### src/rtl/dual_down_counter.sv
// Dual-channel loadable down-counter with terminal-count pulses.
// Channel 0 steps every enabled cycle; channel 1 steps once per PRESCALE enabled cycles.
module dual_down_counter #(
  parameter int WIDTH    = 64,
  parameter int PRESCALE = 4
) (
  input  logic             Clk,
  input  logic             Reset,
  input  logic             En,
  input  logic             Slt,
  input  logic             Load,
  input  logic [WIDTH-1:0] LoadValue,
  input  logic             AutoReload,
  output logic [WIDTH-1:0] Output0,
  output logic [WIDTH-1:0] Output1,
  output logic             Zero0,
  output logic             Zero1,
  output logic             Done0,
  output logic             Done1
);

  localparam int PRE_W = (PRESCALE > 1) ? $clog2(PRESCALE) : 1;
  localparam logic [PRE_W-1:0] PRE_LAST = PRE_W'(PRESCALE - 1);

  logic [WIDTH-1:0] reload0;
  logic [WIDTH-1:0] reload1;
  logic [PRE_W-1:0] pre;
  logic             pre_wrap;
  logic [WIDTH:0]   step0;
  logic [WIDTH:0]   step1;

  // Returns {done, next_count}; a zero count is idle so the channel never underflows.
  function automatic logic [WIDTH:0] count_step(input logic [WIDTH-1:0] cnt,
                                                input logic [WIDTH-1:0] rl,
                                                input logic             ar);
    logic [WIDTH:0] res;
    res = {1'b0, cnt};
    if (cnt == WIDTH'(1)) begin
      res = {1'b1, (ar ? rl : '0)};
    end else if (cnt != '0) begin
      res = {1'b0, cnt - WIDTH'(1)};
    end
    return res;
  endfunction

  always_comb begin
    step0    = count_step(Output0, reload0, AutoReload);
    step1    = count_step(Output1, reload1, AutoReload);
    pre_wrap = (pre == PRE_LAST);
  end

  always_ff @(posedge Clk or posedge Reset) begin
    if (Reset) begin
      Output0 <= '0;
      Output1 <= '0;
      reload0 <= '0;
      reload1 <= '0;
      pre     <= '0;
      Done0   <= 1'b0;
      Done1   <= 1'b0;
    end else begin
      Done0 <= 1'b0;
      Done1 <= 1'b0;
      if (Load) begin
        if (!Slt) begin
          Output0 <= LoadValue;
          reload0 <= LoadValue;
        end else begin
          Output1 <= LoadValue;
          reload1 <= LoadValue;
          pre     <= '0;
        end
      end else if (En) begin
        if (!Slt) begin
          {Done0, Output0} <= step0;
        end else begin
          // The prescaler keeps running even when channel 1 is idle at zero.
          pre <= pre_wrap ? '0 : pre + PRE_W'(1);
          if (pre_wrap) begin
            {Done1, Output1} <= step1;
          end
        end
      end
    end
  end

  assign Zero0 = (Output0 == '0);
  assign Zero1 = (Output1 == '0);

endmodule

### config.mk
export PLATFORM = sky130hd
export DESIGN_NAME = dual_down_counter
export DESIGN_NICKNAME = d
export VERILOG_FILES = /design/src/rtl/dual_down_counter.sv
export SDC_FILE = /design/constraint.sdc
export NUM_CORES = 1
export LEC_CHECK = 0
export ABC_AREA = 1
export CORE_MARGIN = 10
export CORE_UTILIZATION = 62
export DETAILED_ROUTE_END_ITERATION = 7
export PLACE_DENSITY = 0.87
export SLEW_MARGIN = 20
export SYNTH_ARGS = -nofsm -noshare
export SYNTH_HDL_FRONTEND = slang
export SYNTH_SLANG_ARGS = --single-unit
### constraint.sdc
create_clock -name Clk -period 16.2 [get_ports Clk]
set_input_delay 1.62 -clock Clk [delete_from_list [all_inputs] [get_ports Clk]]
set_output_delay 1.62 -clock Clk [all_outputs]
set_load 0.05 [all_outputs]
==> results of run 1 <==
power breakdown:
| group | leakage, uW | switching (uW) | total, uW | internal [uW] |
|---|---|---|---|---|
| clock network | 0.000503 | 293 | 718 | 425 |
| registers | 0.00316 | 153 | 904 | 751 |
| logic | 0.00664 | 588 | 856 | 269 |
metrics by stage:
step,hold slack [ns],util [%]
floorplan,0.4529,-
CTS,0.4878,74.29
global placement,0.4655,70.42
finish,0.4834,74.45
detailed placement,0.4727,70.54
global route,0.5033,74.45
critical path: stages:
cell and delay, ns:
sky130_fd_sc_hd__buf_2 0.10, sky130_fd_sc_hd__clkinv_2 0.63, sky130_fd_sc_hd__buf_4 0.65, sky130_fd_sc_hd__a21oi_1 0.38, sky130_fd_sc_hd__o21ai_0 0.17, sky130_fd_sc_hd__o21bai_4 0.22
sky130_fd_sc_hd__buf_4 0.34, sky130_fd_sc_hd__inv_4 0.67, sky130_fd_sc_hd__nor2_1 0.13, sky130_fd_sc_hd__a21oi_1 0.18
flip-flops by register name, indices dropped and copies added (netlist names):
| register | cells |
|---|---|
| reload1 | 64 |
| reload0 | 64 |
| Output0 | 64 |
| Done0 | 1 |
| Done1 | 1 |
| pre | 2 |
| Output1 | 64 |
cell families after synthesis:
| kind of cell | share of synthesized area (%) |
|---|---|
| AOI/OAI and AO/OA | 8.357 |
| DFF | 38.18 |
| and+or+nand+nor | 42.27 |
| adders and majority gates | 0.5140 |
| buffers and inverters | 9.333 |
| xor gates and xnor gates | 1.336 |
how the worst max path moves through the flow:
stage	slack (ns)	endpoint	startpoint	cells past startpoint
after floorplan	7.42	Done0	Reset	1
after global routing	11.31	Output1[38]	Load	10
after CTS	11.63	Zero1	Output1[24]	8
after global placement	10.98	Output1[3]	Load	10
final	11.53	Output1[59]	Load	10
after detailed placement	11.13	Output1[38]	Load	10
area by class of cell:
class	instances	area share [%]
Timing Repair Buffer	211	10.55
Tap cell	341	2.120
Sequential cell	260	32.33
Inverter	284	5.366
Clock inverter	17	1.113
Clock buffer	35	3.917
Multi-Input combinational cell	2117	44.60
per-layer routing:
metal | routed length (um) | vias to the layer above
met5 | 0 | -
met4 | 2560 | 0
met3 | 9339 | 202
met2 | 28530 | 1468
met1 | 24500 | 8874
li1 | - | 8780
layout by cell type, fill, tap and decap left out, types with 3 or more instances in the layout:
cell type	instances
sky130_fd_sc_hd__ha_1	7
sky130_fd_sc_hd__dfrtp_1	260
sky130_fd_sc_hd__bufinv_16	5
sky130_fd_sc_hd__clkbuf_8	4
sky130_fd_sc_hd__nand2_2	6
sky130_fd_sc_hd__xor2_1	21
sky130_fd_sc_hd__clkinv_2	9
sky130_fd_sc_hd__nor4_1	3
sky130_fd_sc_hd__o21bai_1	8
sky130_fd_sc_hd__nand4_1	24
sky130_fd_sc_hd__nand2_1	1141
sky130_fd_sc_hd__xnor2_1	5
sky130_fd_sc_hd__o21ai_1	20
sky130_fd_sc_hd__buf_4	8
sky130_fd_sc_hd__nor2_2	13
sky130_fd_sc_hd__clkdlybuf4s50_1	200
sky130_fd_sc_hd__nor2_4	9
sky130_fd_sc_hd__nor2_1	437
sky130_fd_sc_hd__o21ai_0	175
sky130_fd_sc_hd__nand3_1	163
sky130_fd_sc_hd__and2_1	4
sky130_fd_sc_hd__a21oi_1	71
sky130_fd_sc_hd__inv_1	278
sky130_fd_sc_hd__clkbuf_16	29
==> flow_metrics.py, run 1 <==
metrics = {
    "timing": {
        "setup_ws_post_layout_ns": 11.53,
        "finClkSkew_ns": 0.01867,
        "timing.final.hold_violations": 0,
        "relSlewSlack_pct": 32.35,
        "grt_setup_unrepaired": "false",
        "finalMaxSlewViolations": 0,
        "fmax_ghz": 0.2141,
        "post-route-period-util_pct": 28.83,
        "period_needed_ns": 4.670,
        "setup_viol_count_final": 0,
        "fin_setup_tns_ns": 0,
        "worst-slew-pin-transition_ns": 1.014,
    },
    "cts": {
        "htree_levels": 1,
        "clock-root-buffer": "sky130_fd_sc_hd__clkbuf_16",
        "max-clock-path-buffers": 3,
        "worstSkewPairLatency_ns": 0.57,
        "post_cts_setup_buffers": 0,
        "cts_tree": "built",
        "cts.reportedPaths.clkPinSlew_ns": 0.06,
        "clock_sinks": 260,
        "cts_hold_repair.buffers": 0,
        "cts_resized": 0,
        "tritoncts_buffers": 28,
    },
    "yosys": {
        "syn_area_per_cell_um2": 6.158,
        "yosysSeqAreaShare_pct": 38.18,
        "synth_top_cell_area_share_pct": 38.18,
        "yosys.area.top_type": "sky130_fd_sc_hd__dfrtp_1",
        "yosys.cell_types.count": 31,
        "netlist_instances": 2767,
        "synthesis.yosys.warnings": 0,
        "synth-seq-cells": 260,
        "dominantRegCellSynth": "sky130_fd_sc_hd__dfrtp_1",
        "yosys.cell_count.top_type": "sky130_fd_sc_hd__nand2_1",
        "netlist_top_cells_area": "sky130_fd_sc_hd__dfrtp_1 38%, sky130_fd_sc_hd__nand2_1 25%, sky130_fd_sc_hd__nor2_1 9.6%",
        "postSynthNetCount": 2844,
        "synth_area_um2": 17040,
        "ys_async_sr_fraction_pct": 100.0,
        "synthTopCellsByCount": "1,143 x sky130_fd_sc_hd__nand2_1, 437 x sky130_fd_sc_hd__nor2_1, 280 x sky130_fd_sc_hd__inv_1",
        "synth_enable_flop_cells": 0,
    },
    "grt": {
        "first_pass_grt_wire_length_mm": 99.24,
        "globalRouteMet2Util_pct": 56.14,
        "grt_usage_pct": 36.97,
        "via_count_of_the_first_global_routing_pass": 17842,
        "grt_use_met3_pct": 10.18,
        "grt_max_degree": 144,
        "grt.overflow.total": 0,
        "global_route.usage.met1_pct": 49.67,
        "global_route.peak_usage_layer": "met2",
        "grt_antenna_before_repair": 0,
    },
    "critical_path": {
        "rrSetupSlack_ns": 12.68,
        "worstRegToRegCells": 11,
        "critPathMaxFanout": 69,
        "critPathRequiredTime_ns": 16.67,
        "critPathArrivalTime_ns": 5.14,
        "worst-setup-path-type": "input pin to register",
        "rr_endpoint": "Output0[50]",
        "worst_r2r_start": "Output0[44]",
        "critPathCaptureType": "register",
        "cp-start-kind": "input pin",
    },
    "place": {
        "portBuffers": 201,
        "total_cell_area_at_the_placement_stage_um2": 19060,
        "finalWeightedCongestion": 0.9863,
        "place_ws_ns": 11.13,
        "numPlacedInstances": 3212,
        "place_hpwl_mm": 46.65,
    },
    "finish": {
        "final_layout_size_suffix_gt1_share_pct": 3.454,
        "ff_latch_area_um2": 6506,
        "multi_input_comb_area_um2": 8975,
        "finalInstanceArea_um2": 20120,
        "fin_cells": 3265,
        "final_net_count": 2979,
        "nFillCells": 2176,
        "area_growth_pct": 18.09,
        "num_antenna_cells": 0,
    },
    "hold_path": {
        "worst_hold_startpoint": "reload1[51]",
        "holdPathStages": 2,
        "holdPathEnd": "reload1[51]",
        "worst_hold_path_type": "register to register",
    },
    "detailed_routing": {
        "post-route-drc-count": 2,
        "first_iter_violations": 2999,
        "drt_first_pass_iters": 8,
        "routed-via-count": 19324,
        "routed_via_density": 5.919,
        "wl_per_cell_um": 19.89,
        "drt-total-wl_mm": 64.93,
        "drt.antenna.violating_nets": 0,
    },
    "die": {
        "std_cell_rows": 60,
        "height_of_the_die_um": 185.8,
        "start_util_pct": 63.05,
        "die_area_um2": 34510,
        "design.portCount": 202,
        "core-area_um2": 27030,
        "die_w_um": 185.8,
    },
    "power_and_ir_drop": {
        "fin_total_pwr_uw": 2478,
        "static-leakage-power_uw": 0.01030,
        "power_density_nw_per_um2": 123.2,
        "vdd_ir_drop_max_v": 0.00007835,
    },
    "outcome": {
        "violations": "design-rule violations",
        "status": "finished, violations left",
    },
    "job": {
        "max_cap_violations": 0,
    },
}
Power figures use the tool's default switching activity.
==> run 2, diff against run 1 <==
--- a/config.mk
+++ b/config.mk
@@ -7,9 +7,9 @@
 export LEC_CHECK = 0
 export ABC_AREA = 1
 export CORE_MARGIN = 10
-export CORE_UTILIZATION = 62
+export CORE_UTILIZATION = 52
 export DETAILED_ROUTE_END_ITERATION = 7
-export PLACE_DENSITY = 0.87
+export PLACE_DENSITY = 0.78
 export SLEW_MARGIN = 20
 export SYNTH_ARGS = -nofsm -noshare
 export SYNTH_HDL_FRONTEND = slang
==> constraint.sdc (replaced) <==
create_clock -name Clk -period 4.15 [get_ports Clk]
set_input_delay 0.415 -clock Clk [delete_from_list [all_inputs] [get_ports Clk]]
set_output_delay 0.415 -clock Clk [all_outputs]
set_load 0.05 [all_outputs]
==> flow_metrics.py, run 2 (synthesis results as in run 1) <==
metrics = {
    "die": {
        "design.portCount": 202,
        "die_area_um2": 40410,
        "std_cell_rows": 66,
        "core-area_um2": 32450,
        "start_util_pct": 52.50,
        "height_of_the_die_um": 201.0,
        "die_w_um": 201.0,
    },
    "cts": {
        "worstSkewPairLatency_ns": 0.57,
        "max-clock-path-buffers": 3,
        "post_cts_setup_buffers": 0,
        "htree_levels": 1,
        "cts.reportedPaths.clkPinSlew_ns": 0.07,
        "cts_hold_repair.buffers": 0,
        "cts_resized": 0,
        "clock_sinks": 260,
        "clock-root-buffer": "sky130_fd_sc_hd__clkbuf_16",
        "tritoncts_buffers": 29,
        "cts_tree": "built",
    },
    "timing": {
        "setup_ws_post_layout_ns": 0.4487,
        "grt_setup_unrepaired": "false",
        "relSlewSlack_pct": 39.50,
        "timing.final.hold_violations": 0,
        "fin_setup_tns_ns": 0,
        "period_needed_ns": 3.701,
        "fmax_ghz": 0.2702,
        "setup_viol_count_final": 0,
        "worst-slew-pin-transition_ns": 0.9075,
        "whs_ns": 0.3826,
        "finalMaxSlewViolations": 0,
        "finClkSkew_ns": 0.02476,
        "post-route-period-util_pct": 89.19,
    },
    "power_and_ir_drop": {
        "power_frac_seq_pct": 37.0,
        "pwr-share-clk_pct": 27.8,
        "power_density_nw_per_um2": 469.7,
        "static-leakage-power_uw": 0.01033,
        "vdd_ir_drop_max_v": 0.0003598,
        "combinationalPowerShare_pct": 35.1,
        "power.switching_uw": 4006,
        "p_int_uw": 5528,
        "sw_frac_of_total_pct": 42.02,
    },
    "critical_path": {
        "worstRegToRegCells": 12,
        "worst_r2r_start": "Output1[30]",
        "critPathSlowestCell": "sky130_fd_sc_hd__clkdlybuf4s50_1",
        "critPathBufInv": 1,
        "worstSetupStartpoint": "Output0[30]",
        "critPathMaxFanout": 6,
        "critPathArrivalTime_ns": 3.29,
        "critPathRequiredTime_ns": 3.73,
        "critical_path.endpoint": "Zero0",
        "worst-setup-path-type": "register to primary output",
        "rrSetupSlack_ns": 1.22,
        "path_depth": 6,
        "critPathCaptureType": "primary output",
        "path_cells": "nor2_1 > nand2_1 > nor2_2 > nand3_1 > nor4_1 > clkdlybuf4s50_1",
        "rr_endpoint": "Output1[51]",
        "critical_path.max_stage_delay_ns": 0.93,
        "timing.critical_path.max_delay_family": "simple AND/OR/NAND/NOR gates",
        "cp-start-kind": "register",
    },
    "finish": {
        "fin_cells": 3379,
        "final_layout_size_suffix_gt1_share_pct": 3.813,
        "final_net_count": 2994,
        "layout.cells.most_common": "sky130_fd_sc_hd__nand2_1",
        "ff_latch_area_um2": 6506,
        "multi_input_comb_area_um2": 8975,
        "num_antenna_cells": 0,
        "layout.cells.most_common_list": "1,141 x sky130_fd_sc_hd__nand2_1, 437 x sky130_fd_sc_hd__nor2_1, 278 x sky130_fd_sc_hd__inv_1",
        "area_growth_pct": 19.14,
        "finalInstanceArea_um2": 20300,
        "nFillCells": 3072,
    },
    "detailed_routing": {
        "first_iter_violations": 2206,
        "post-route-drc-count": 0,
        "drt.antenna.violating_nets": 0,
        "drt_first_pass_iters": 6,
        "drt-total-wl_mm": 67.26,
        "wl_per_cell_um": 19.91,
        "routed_via_density": 5.496,
        "routed-via-count": 18572,
    },
    "grt": {
        "grt_usage_pct": 32.21,
        "grt_max_degree": 129,
        "first_pass_grt_wire_length_mm": 103.1,
        "via_count_of_the_first_global_routing_pass": 17515,
        "grt.overflow.total": 0,
        "grt_antenna_before_repair": 0,
    },
    "job": {
        "max_cap_violations": 0,
    },
    "place": {
        "numPlacedInstances": 3328,
        "portBuffers": 201,
        "place_hpwl_mm": 50.72,
        "finalWeightedCongestion": 0.9840,
        "total_cell_area_at_the_placement_stage_um2": 19320,
        "place_ws_ns": 1.122,
    },
    "outcome": {
        "status": "finished, final reports clean",
    },
    "hold_path": {
        "worst_hold_path_type": "input pin to async pin",
    },
}
run 2: worst reg2reg max path, cell delays in order (launching register included):
cell,delay [ns]
sky130_fd_sc_hd__dfrtp_1,0.45
sky130_fd_sc_hd__nor2_1,0.17
sky130_fd_sc_hd__nand2_1,0.10
sky130_fd_sc_hd__nor2_1,0.30
sky130_fd_sc_hd__nand2_2,0.19
sky130_fd_sc_hd__nor2_4,0.21
sky130_fd_sc_hd__nand2_2,0.10
sky130_fd_sc_hd__nor2_4,0.60
sky130_fd_sc_hd__buf_4,0.31
sky130_fd_sc_hd__nand2_1,0.11
sky130_fd_sc_hd__nand2_1,0.07
sky130_fd_sc_hd__nand2_1,0.05
sky130_fd_sc_hd__a21oi_1,0.17
run 2: cell type report:
cell class / instances / area share, %
inverters: 284 / 5.276
well taps: 442 / 2.724
clock buffers: 37 / 3.920
clock inverters: 14 / 0.7951
repair buffers: 225 / 11.02
multi-input cells: 2117 / 44.21
flip-flops and latches: 260 / 32.05
run 2: how the worst min path moves through the flow:
stage,from,end,cells past startpoint
detailed placement,reload1[9],reload1[9],2
global placement,reload1[52],reload1[52],2
global route,Reset,Output1[11],2
CTS,Reset,reload1[12],2
finish,Reset,reload1[11],2
floorplan,reload0[10],reload0[10],2
run 2: per-layer routing:
layer | vias up | wire, um | track usage [%]
li1 | 8819 | - | -
met3 | 104 | 7832 | 8.327
met1 | 8626 | 28030 | 44.40
met5 | - | 77 | 1.474
met2 | 1021 | 29270 | 48.39
met4 | 2 | 2046 | 9.738
run 2: power groups by stage:
stage	Clock [uW]	Sequential (uW)	Combinational (uW)
floorplan	0	4180	1410
global placement	0	3520	3260
detailed placement	0	3530	3300
CTS	2660	3500	3330
global route	2780	3580	3650
finish	2650	3530	3350
run 2: metrics by stage:
step                      util, %  total power, uW
after global routing        62.55            10010
final                       62.55             9535
after global placement      59.55             6780
after detailed placement    59.55             6837
after CTS                   62.50             9499
after floorplan                 -             5596
==> run 3, diff against run 2 <==
==> constraint.sdc (replaced) <==
create_clock -name Clk -period 4.15 [get_ports Clk]
set_input_delay 0.415 -clock Clk [delete_from_list [all_inputs] [get_ports Clk]]
set_output_delay 0.415 -clock Clk [all_outputs]
set_load 0.01 [all_outputs]
==> flow_metrics.py, run 3 (synthesis results as in run 1) <==
metrics = {
    "timing": {
        "finalMaxSlewViolations": 0,
        "finClkSkew_ns": 0.01689,
        "period_needed_ns": 3.311,
        "setup_viol_count_final": 0,
        "grt_setup_unrepaired": "false",
        "fin_setup_tns_ns": 0,
        "post-route-period-util_pct": 79.79,
        "setup_ws_post_layout_ns": 0.8388,
        "timing.final.hold_violations": 0,
        "worst-slew-pin-transition_ns": 0.9498,
        "fmax_ghz": 0.3020,
        "relSlewSlack_pct": 36.53,
    },
    "cts": {
        "clock_sinks": 260,
        "tritoncts_buffers": 30,
        "worstSkewPairLatency_ns": 0.57,
        "clock-root-buffer": "sky130_fd_sc_hd__clkbuf_16",
        "max-clock-path-buffers": 3,
        "post_cts_setup_buffers": 0,
        "htree_levels": 1,
        "cts.reportedPaths.clkPinSlew_ns": 0.07,
        "cts_resized": 0,
        "cts_tree": "built",
        "cts_hold_repair.buffers": 0,
    },
    "detailed_routing": {
        "drt_first_pass_iters": 6,
        "wl_per_cell_um": 19.78,
        "post-route-drc-count": 0,
        "first_iter_violations": 2228,
        "routed-via-count": 18529,
        "routed_via_density": 5.488,
        "drt-total-wl_mm": 66.76,
        "drt.antenna.violating_nets": 0,
    },
    "grt": {
        "grt_antenna_before_repair": 0,
        "first_pass_grt_wire_length_mm": 101.3,
        "grt_usage_pct": 31.91,
        "via_count_of_the_first_global_routing_pass": 16991,
        "grt.overflow.total": 0,
        "grt_max_degree": 129,
    },
    "place": {
        "finalWeightedCongestion": 1.018,
        "place_ws_ns": 0.8905,
        "portBuffers": 201,
        "numPlacedInstances": 3322,
        "place_hpwl_mm": 50.43,
    },
    "power_and_ir_drop": {
        "power_density_nw_per_um2": 442.3,
        "static-leakage-power_uw": 0.01034,
        "vdd_ir_drop_max_v": 0.0003362,
        "fin_total_pwr_uw": 9001,
    },
    "finish": {
        "finish.utilization_pct": 62.70,
        "num_antenna_cells": 0,
        "layout.cells.most_common_list": "1,141 x sky130_fd_sc_hd__nand2_1, 437 x sky130_fd_sc_hd__nor2_1, 278 x sky130_fd_sc_hd__inv_1",
        "layout.cells.most_common": "sky130_fd_sc_hd__nand2_1",
        "fin_cells": 3376,
        "area_growth_pct": 19.42,
        "final_net_count": 2989,
        "final_layout_size_suffix_gt1_share_pct": 3.783,
    },
    "critical_path": {
        "cp-start-kind": "register",
        "critical_path.max_stage_delay_ns": 0.80,
        "critPathSlowestCell": "sky130_fd_sc_hd__nor2_4",
        "path_cells": "nor2_1 > nand2_1 > nor2_2 > nand2_1 > nor2_4 > nand2_2 > nor2_4 > nand2_1 > nand2_1 > nand2_1 > a21oi_1",
        "worst-setup-path-type": "register to register",
        "critPathCaptureType": "register",
        "crit_path_frequent_cell": "sky130_fd_sc_hd__nand2_1",
        "critPathMaxFanout": 34,
        "critPathBufInv": 0,
        "timing.critical_path.max_delay_family": "simple AND/OR/NAND/NOR gates",
        "critPathArrivalTime_ns": 3.79,
        "critPathRequiredTime_ns": 4.63,
    },
    "outcome": {
        "status": "finished, final reports clean",
    },
    "die": {
        "start_util_pct": 52.50,
        "std_cell_rows": 66,
        "die_area_um2": 40410,
        "core-area_um2": 32450,
        "die_w_um": 201.0,
        "height_of_the_die_um": 201.0,
        "design.portCount": 202,
    },
    "hold_path": {
        "worst_hold_path_type": "input pin to async pin",
    },
    "job": {
        "max_cap_violations": 0,
    },
}
run 3: cell types whose count changed in the layout (fill, tap and decap cells not counted), moves of 2 or more:
cell                         before  now
sky130_fd_sc_hd__clkbuf_8         4    1
sky130_fd_sc_hd__clkinvlp_4       3    5
sky130_fd_sc_hd__clkbuf_1         4    2
sky130_fd_sc_hd__bufinv_16        3    5
sky130_fd_sc_hd__inv_8            0    2
sky130_fd_sc_hd__clkinv_4         1    4
sky130_fd_sc_hd__buf_4           20   15
sky130_fd_sc_hd__clkbuf_16       29   31
sky130_fd_sc_hd__clkinv_2         7    5
run 3: cell type report:
| type | count | area [um^2] |
|---|---|---|
| fill | 3106 | 12110 |
| multi-input combinational | 2117 | 8975 |
| sequential | 260 | 6506 |
| timing repair buffer | 219 | 2180 |
| inverter | 284 | 1071 |
| clock buffer | 34 | 797.0 |
| tap | 442 | 553.0 |
| clock inverter | 20 | 266.5 |
run 3: worst paths after layout:
path                         startpoint  depth (start not counted)  slack, ns          end
max in group asynchronous         Reset                          3       2.83  Output0[37]
min in group Clk           LoadValue[7]                          3       0.47   reload1[7]
setup / recovery            Output0[45]                         11       0.84  Output0[57]
hold / removal                    Reset                          2       0.35   Output1[8]
hold reg to reg             reload1[42]                          2       0.49  reload1[42]
setup reg to reg            Output0[45]                         11       0.84  Output0[57]
run 3: stage by stage:
step / instance area, um^2 / hold WS [ns]
detailed placement: 19270 / 0.4729
floorplan: 17040 / 0.4529
finish: 20350 / 0.3518
global placement: 19270 / 0.4653
CTS: 20330 / 0.3681
global route: 20350 / 0.4152
run 3: power by group:
group | total [uW] | internal, uW | switching, uW
registers | 3530 | 2930 | 595
logic | 2580 | 1060 | 1520
clock network | 2890 | 1700 | 1180
total | 9000 | 5700 | 3300
run 3: layer usage:
metal	up-vias	global-route usage [%]	wire length [um]
li1	8821	-	-
met1	8593	44.08	28160
met2	989	47.23	28360
met3	126	8.585	7897
met4	0	10.82	2341
met5	-	0	0
